==> config.mk <==
export PLATFORM = sky130hd
export DESIGN_NAME = mem_access_unit_flat
export DESIGN_NICKNAME = d
export VERILOG_FILES = /design/src/rtl/mem_access_pkg.sv /design/src/rtl/mem_access_unit_if.sv /design/src/rtl/mem_access_unit_lane_merge.sv /design/src/rtl/mem_access_unit.sv /design/src/flat_wrapper.sv
export SDC_FILE = /design/constraint.sdc
export NUM_CORES = 1
export LEC_CHECK = 0
export CORE_MARGIN = 8
export CORE_UTILIZATION = 38
export CTS_BUF_LIST = sky130_fd_sc_hd__clkbuf_16
export CTS_CLUSTER_SIZE = 30
export DETAILED_ROUTE_END_ITERATION = 8
export GPL_TIMING_DRIVEN = 0
export PLACE_DENSITY = 0.84
export SYNTH_ARGS = -nofsm -noshare
export SYNTH_HDL_FRONTEND = slang
export SYNTH_SLANG_ARGS = --single-unit
==> constraint.sdc <==
create_clock -name clk -period 2.4 [get_ports clk]
set_input_delay 0.6 -clock clk [delete_from_list [all_inputs] [get_ports clk]]
set_output_delay 0.6 -clock clk [all_outputs]
set_load 0.01 [all_outputs]
==> src/rtl/mem_access_pkg.sv <==
// Shared types and constants for the data-memory initiator (mem_access_unit).
package mem_access_pkg;

   localparam int DEF_ADDR_W = 4;
   localparam int MEM_DEPTH  = 2 ** DEF_ADDR_W;

   typedef enum logic [1:0] {
      SZ_BYTE = 2'd0,
      SZ_HALF = 2'd1,
      SZ_WORD = 2'd2
   } size_e;

   typedef enum logic [2:0] {
      IDLE    = 3'd0,
      RD_WAIT = 3'd1,
      RD_CAP  = 3'd2,
      WR      = 3'd3,
      RESP    = 3'd4
   } state_e;

endpackage

==> src/rtl/mem_access_unit_if.sv <==
// Core-side request/response bundle and memory-side port bundle for mem_access_unit.

// Handshake: a request or response transfers on a rising clk edge where valid and
// ready are both high; the sender holds valid and its payload stable until then.
interface mem_req_if;
   logic        req_valid;
   logic        req_ready;
   logic        req_we;
   logic [1:0]  req_size;
   logic [31:0] req_addr;
   logic [31:0] req_wdata;
   logic        resp_valid;
   logic        resp_ready;
   logic [31:0] resp_rdata;
   logic        resp_err;

   modport master (
      output req_valid, req_we, req_size, req_addr, req_wdata, resp_ready,
      input  req_ready, resp_valid, resp_rdata, resp_err
   );

   modport slave (
      input  req_valid, req_we, req_size, req_addr, req_wdata, resp_ready,
      output req_ready, resp_valid, resp_rdata, resp_err
   );
endinterface

interface mem_bus_if #(parameter int ADDR_W = 4);
   logic [ADDR_W-1:0] mem_addr;
   logic              mem_we;
   logic [31:0]       mem_wdata;
   logic [31:0]       mem_rdata;

   modport master (output mem_addr, mem_we, mem_wdata, input mem_rdata);
   modport slave  (input mem_addr, mem_we, mem_wdata, output mem_rdata);
endinterface

==> src/rtl/mem_access_unit_lane_merge.sv <==
// Byte/half lane merge for read-modify-write stores and lane extract for loads.
// Only built with MEM_ACCESS_BYTE_SIZE_EN.
`ifdef MEM_ACCESS_BYTE_SIZE_EN
module lane_merge
   import mem_access_pkg::*;
(
   input  size_e       size,
   input  logic [1:0]  lane,
   input  logic [31:0] old_word,
   input  logic [31:0] new_data,
   output logic [31:0] merged,
   output logic [31:0] load_val
);

   logic [4:0]  sh;
   logic [31:0] mask;

   always_comb begin
      sh   = 5'd0;
      mask = 32'hFFFF_FFFF;
      case (size)
         SZ_BYTE: begin
            sh   = {lane, 3'b000};
            mask = 32'h0000_00FF << sh;
         end
         SZ_HALF: begin
            sh   = {lane[1], 4'b0000};
            mask = 32'h0000_FFFF << sh;
         end
         default: begin
            sh   = 5'd0;
            mask = 32'hFFFF_FFFF;
         end
      endcase
      merged   = (old_word & ~mask) | ((new_data << sh) & mask);
      load_val = (old_word & mask) >> sh;
   end

endmodule
`endif

==> src/rtl/mem_access_unit.sv <==
// Load/store initiator for a 2**ADDR_W x 32 memory with negedge writes and registered reads.
// Optional MEM_ACCESS_BYTE_SIZE_EN adds byte/half loads and read-modify-write sub-word stores.
module mem_access_unit
   import mem_access_pkg::*;
#(
   parameter int ADDR_W = 4,
   parameter int DATA_W = 32
) (
   input  logic      clk,
   input  logic      rst,
   mem_req_if.slave  req,
   mem_bus_if.master mem,
   output state_e    state_dbg
);

   state_e             state;
   logic               req_bad;
   logic [ADDR_W-1:0]  req_idx;
   logic [DATA_W-1:0]  load_val;
   logic [DATA_W-1:0]  merged_word;
   logic               rmw_store;

   assign state_dbg = state;
   assign req_idx   = req.req_addr[ADDR_W+1:2];

   always_comb begin
      req_bad = 1'b0;
      if (req.req_size == 2'd3) req_bad = 1'b1;
      if (req.req_size == SZ_HALF && req.req_addr[0]) req_bad = 1'b1;
      if (req.req_size == SZ_WORD && req.req_addr[1:0] != 2'b00) req_bad = 1'b1;
      if (req.req_addr[31:ADDR_W+2] != '0) req_bad = 1'b1;
`ifndef MEM_ACCESS_BYTE_SIZE_EN
      if (req.req_size != SZ_WORD) req_bad = 1'b1;
`endif
   end

`ifdef MEM_ACCESS_BYTE_SIZE_EN
   logic        op_we;
   size_e       op_size;
   logic [1:0]  op_lane;
   logic [31:0] op_wdata;

   // Request fields are needed again two edges later for extract/merge.
   always_ff @(posedge clk) begin
      if (rst) begin
         op_we    <= 1'b0;
         op_size  <= SZ_WORD;
         op_lane  <= 2'b00;
         op_wdata <= 32'h0;
      end else if (state == IDLE && req.req_valid) begin
         op_we    <= req.req_we;
         op_size  <= size_e'(req.req_size);
         op_lane  <= req.req_addr[1:0];
         op_wdata <= req.req_wdata;
      end
   end

   lane_merge u_lane_merge (
      .size     (op_size),
      .lane     (op_lane),
      .old_word (mem.mem_rdata),
      .new_data (op_wdata),
      .merged   (merged_word),
      .load_val (load_val)
   );

   assign rmw_store = op_we;
`else
   assign load_val    = mem.mem_rdata;
   assign merged_word = mem.mem_rdata;
   assign rmw_store   = 1'b0;
`endif

   always_ff @(posedge clk) begin
      if (rst) begin
         state          <= IDLE;
         req.req_ready  <= 1'b1;
         req.resp_valid <= 1'b0;
         req.resp_err   <= 1'b0;
         req.resp_rdata <= 32'h0;
         mem.mem_addr   <= '0;
         mem.mem_we     <= 1'b0;
         mem.mem_wdata  <= 32'h0;
      end else begin
         case (state)
            IDLE: begin
               if (req.req_valid) begin
                  req.req_ready <= 1'b0;
                  if (req_bad) begin
                     req.resp_valid <= 1'b1;
                     req.resp_err   <= 1'b1;
                     req.resp_rdata <= 32'h0;
                     state          <= RESP;
                  end else begin
                     mem.mem_addr <= req_idx;
                     if (req.req_we && req.req_size == SZ_WORD) begin
                        mem.mem_wdata <= req.req_wdata;
                        mem.mem_we    <= 1'b1;
                        state         <= WR;
                     end else begin
                        state <= RD_WAIT;
                     end
                  end
               end
            end
            // Memory samples mem_addr on this edge; its data is ready for RD_CAP.
            RD_WAIT: state <= RD_CAP;
            RD_CAP: begin
               if (rmw_store) begin
                  mem.mem_wdata <= merged_word;
                  mem.mem_we    <= 1'b1;
                  state         <= WR;
               end else begin
                  req.resp_valid <= 1'b1;
                  req.resp_err   <= 1'b0;
                  req.resp_rdata <= load_val;
                  state          <= RESP;
               end
            end
            WR: begin
               mem.mem_we     <= 1'b0;
               req.resp_valid <= 1'b1;
               req.resp_err   <= 1'b0;
               req.resp_rdata <= 32'h0;
               state          <= RESP;
            end
            RESP: begin
               if (req.resp_ready) begin
                  req.resp_valid <= 1'b0;
                  req.resp_err   <= 1'b0;
                  req.resp_rdata <= 32'h0;
                  req.req_ready  <= 1'b1;
                  state          <= IDLE;
               end
            end
            default: begin
               mem.mem_we    <= 1'b0;
               req.req_ready <= 1'b1;
               state         <= IDLE;
            end
         endcase
      end
   end

endmodule

==> src/flat_wrapper.sv <==
// flat-port wrapper written by rule: the top's interface ports become plain ports
module mem_access_unit_flat import mem_access_pkg::*;
#(
   parameter int ADDR_W = 4,
   parameter int DATA_W = 32
)
  (clk, rst, state_dbg, req_req_valid, req_req_we, req_req_size, req_req_addr, req_req_wdata, req_resp_ready, req_req_ready, req_resp_valid, req_resp_rdata, req_resp_err, mem_mem_addr, mem_mem_we, mem_mem_wdata, mem_mem_rdata);
  mem_req_if req_i ();
  mem_bus_if #(.ADDR_W(ADDR_W)) mem_i ();
  input  logic clk;
  input  logic rst;
  output state_e state_dbg;
  input wire logic [$bits(req_i.req_valid)-1:0] req_req_valid;
  input wire logic [$bits(req_i.req_we)-1:0] req_req_we;
  input wire logic [$bits(req_i.req_size)-1:0] req_req_size;
  input wire logic [$bits(req_i.req_addr)-1:0] req_req_addr;
  input wire logic [$bits(req_i.req_wdata)-1:0] req_req_wdata;
  input wire logic [$bits(req_i.resp_ready)-1:0] req_resp_ready;
  output wire logic [$bits(req_i.req_ready)-1:0] req_req_ready;
  output wire logic [$bits(req_i.resp_valid)-1:0] req_resp_valid;
  output wire logic [$bits(req_i.resp_rdata)-1:0] req_resp_rdata;
  output wire logic [$bits(req_i.resp_err)-1:0] req_resp_err;
  output wire logic [$bits(mem_i.mem_addr)-1:0] mem_mem_addr;
  output wire logic [$bits(mem_i.mem_we)-1:0] mem_mem_we;
  output wire logic [$bits(mem_i.mem_wdata)-1:0] mem_mem_wdata;
  input wire logic [$bits(mem_i.mem_rdata)-1:0] mem_mem_rdata;
  assign req_i.req_valid = req_req_valid;
  assign req_i.req_we = req_req_we;
  assign req_i.req_size = req_req_size;
  assign req_i.req_addr = req_req_addr;
  assign req_i.req_wdata = req_req_wdata;
  assign req_i.resp_ready = req_resp_ready;
  assign req_req_ready = req_i.req_ready;
  assign req_resp_valid = req_i.resp_valid;
  assign req_resp_rdata = req_i.resp_rdata;
  assign req_resp_err = req_i.resp_err;
  assign mem_mem_addr = mem_i.mem_addr;
  assign mem_mem_we = mem_i.mem_we;
  assign mem_mem_wdata = mem_i.mem_wdata;
  assign mem_i.mem_rdata = mem_mem_rdata;
  mem_access_unit #(.ADDR_W(ADDR_W), .DATA_W(DATA_W)) u_core (.clk(clk), .rst(rst), .req(req_i), .mem(mem_i), .state_dbg(state_dbg));
endmodule
==> summary.md <==
| Metric | Value |
|---|---|
| Placement Rows | `33` |
| Final Skew | `0.005333 ns` |
| Most instantiated library cell after synthesis | `nand2_1` |
| Dpl hpwl | `8.221 mm` |
| Vias per cell | `4.768` |
| Req. time, crit path | `2.64 ns` |
| WHS Endpoint | `u_core.req.resp_rdata[3]` |
| Total Power | `2947 uW` |
| Number of DRC markers in iteration 0 | `68` |
| RSZ-0062 raised after global routing | `no` |
| Post-synth top area share | `48.64%` |
| Hold depth | `2` |
| Placer congestion estimate | `0.7860` |
| Cell taking the most area after synthesis | `dfxtp_1` |
| Port Buf Inserts | `177` |
| Synthesized flop and latch total | `75` |
| Startpoint types | `input port` |
| Sink Count | `75` |
| Max cap viols | `0` |
| Flop-to-flop setup slack | `0.39 ns` |
| Kind of critical path | `input port to flip-flop` |
| CTS buffer count | `9` |
| Unique masters post-synth | `31` |
| Crit path DAT | `2.52 ns` |
| Number of global-route vias before repair | `3312` |
| Peak supply drop | `0.4105 mV` |
| Worst-Margin Slew | `0.6609 ns` |
| Detailed-route wire length | `10.15 mm` |
| Final period utilization | `95.12%` |
| Final setup viols | `0` |
| Post-route ant nets | `0` |
| Antenna Cells | `0` |
| Synthesized Nets | `455` |
| Slew Limit Headroom | `55.60%` |
| First-pass GRT wire length | `16.50 mm` |
| Final hold slack | `0.4546 ns` |
| Number of cells on the critical path | `7` |
| Number of synthesized flops with an enable pin | `0` |
| Pleak | `0.001865 uW` |
| Top post-synthesis cells by area | `dfxtp_1, nand2_1, mux2i_1` |
| Capturing point of the worst reg2reg path | `u_core.req.resp_rdata[12]` |
| Bufs on Longest Clock Path | `2` |
| Most instantiated cells after synthesis | `nand2_1, dfxtp_1, mux2i_1` |
| Reg clk slew, reported paths | `0.06 ns` |
| Root Buffer | `clkbuf_16` |
| Nets | `645` |
| Fmax | `0.4381 GHz` |
| Crit path time final | `2.283 ns` |
| Core Footprint | `8051 sq um` |
| CP Max Fanout | `10` |
| Grt ovf | `0` |
| Clk_lat worst skew | `0.32 ns` |
| Netlist Area Pre-Place | `3087 sq um` |
| Status | `finished, final reports clean` |
| Most used flip-flop cell after synthesis | `dfxtp_1` |
| Seq/Total Area, Yosys | `48.64%` |
| Largest net degree at the start of global routing | `13` |
| Final hold violations | `0` |
| Overall routing resource usage | `17.87%` |
| Die area | `11260 sq um` |
| CP Capture Type | `flip-flop` |
| Post-Syn Area per Cell | `8.769 sq um` |
| Crit path max-delay family | `simple AND/OR/NAND/NOR gates` |
| Crit path max-delay cell type | `clkdlybuf4s50_1` |
| Synth warnings | `0` |
| Worst path bufs/invs | `3` |
| Initial antenna violation count | `0` |
| Crit-path max cell delay | `0.45 ns` |
| Async S/R FF share, synth | `0%` |
| Die W | `106.1 um` |
| CTS tree | `yes` |
| Cells after Synth | `352` |
| Routed WL per cell | `15.56 um` |
| Max Slew Vio Count | `0` |
| Via Count | `3109` |
| Hold path start | `u_core.req.resp_rdata[3]` |
| R2r startpoint | `u_core.state_dbg[2]` |
| Worst hold path type | `flip-flop to flip-flop` |
| Share of cells above drive strength 1 | `6.947%` |
| P per Cell Area | `554.0 nW/um^2` |
| Area grow syn2layout | `72.31%` |
| H-Tree Depth | `3` |
| Initial core utilization | `38.34%` |
| Drt pass-1 iters | `4` |
| R2R depth | `6` |
| Die Height | `106.1 um` |
| Cell Chain, Critical Path | `clkdlybuf4s50_1 > nor4_4 > nand4_4 > nor4_4 > buf_4 > buf_6 > mux2i_1` |
| Io pins | `178` |
| CP dominant cell by count | `nor4_4` |
| Drt drc | `0` |
what timing repair did:
action | 4_1_cts | 5_1_grt
hold buffers | 0 | 0
setup buffers | 2 | 0
resized for setup | 0 | 1
endpoints found under the setup margin | 30 | 4
pin swaps | 1 | 0
kinds of logic after synthesis:
logic type | after synthesis | synth area share (%)
DFF | 75 | 48.64
buffers and inverters | 25 | 3.932
AOI/OAI and AO/OA | 45 | 8.432
and+or+nand+nor | 170 | 27.00
muxes | 37 | 12.00
cell usage in the layout (no fill, tap or decap), types with 2 or more instances in the layout:
master and count:
buf_6 3, dfxtp_1 75, nor4_1 2, nand2_1 141
clkinv_1 2, clkdlybuf4s50_1 177, a221oi_1 2, nor2b_1 2
nor4_4 7, o21ai_1 2, nor2_1 6, bufinv_16 2
clkbuf_1 16, o21ai_0 33, nor3_1 2, clkbuf_16 9
clkbuf_2 3, inv_2 2, mux2i_1 37, buf_4 2
a21oi_1 3
final cells by class:
cell class / instances / area (sq um)
buffer: 23 / 113.9
clock buffer: 9 / 225.2
clock inverter: 7 / 83.83
fill: 665 / 2733
inverter: 2 / 7.507
multi-input combinational: 252 / 1469
sequential: 75 / 1501
tap: 105 / 131.4
timing repair buffer: 179 / 1787
stage by stage:
stage / setup WS, ns / TNS (ns) / util [%] / instances / cell area (sq um)
6_report: 0.1172 / 0 / 66.06 / 652 / 5319
5_1_grt: 0.001039 / 0 / 66.06 / 652 / 5319
4_1_cts: 0.02151 / 0 / 66.00 / 652 / 5314
3_5_place_dp: -0.4064 / -14.82 / 61.97 / 634 / 4990
3_3_place_gp: -0.3355 / -13.75 / 61.97 / 634 / 4990
2_1_floorplan: 0.3580 / 0 / - / 352 / 3087
routing by layer:
layer / up-vias / GRT usage (%) / routed length (um)
met4: 0 / 5.729 / 164
met1: 1441 / 18.78 / 3917
li1: 1553 / - / -
met5: - / 0 / 0
met2: 105 / 31.77 / 5200
met3: 10 / 7.260 / 864
flip-flops by register name, summed over array words and instances (netlist names):
name and count:
u_core.mem.mem_addr 4, u_core.mem.mem_wdata 32, u_core.mem.mem_we 1, u_core.req.req_ready 1, u_core.req.resp_err 1, u_core.req.resp_rdata 32, u_core.req.resp_valid 1, u_core.state_dbg 3
where the power goes:
part | internal (uW) | switching (uW) | leakage, uW | total [uW]
clock network | 897 | 487 | 0.000152 | 1380
logic | 188 | 120 | 0.00111 | 308
registers | 1250 | 3.89 | 0.000605 | 1260
total | 2340 | 610 | 0.00186 | 2950
worst min-delay path, stage by stage (launching register included):
cell and delay (ns):
dfxtp_1 0.31, nand2_1 0.05, o21ai_0 0.06
how the worst max path moves through the flow:
stage | end | startpoint
global route | u_core.mem.mem_wdata[8] | req_req_addr[25]
finish | u_core.mem.mem_wdata[25] | req_req_addr[25]
detailed placement | u_core.mem.mem_wdata[26] | req_req_addr[14]
CTS | u_core.mem.mem_addr[2] | req_req_addr[14]
floorplan | u_core.mem.mem_wdata[10] | req_req_addr[6]
global placement | u_core.mem.mem_wdata[30] | req_req_addr[14]
Power figures use the tool's default switching activity.
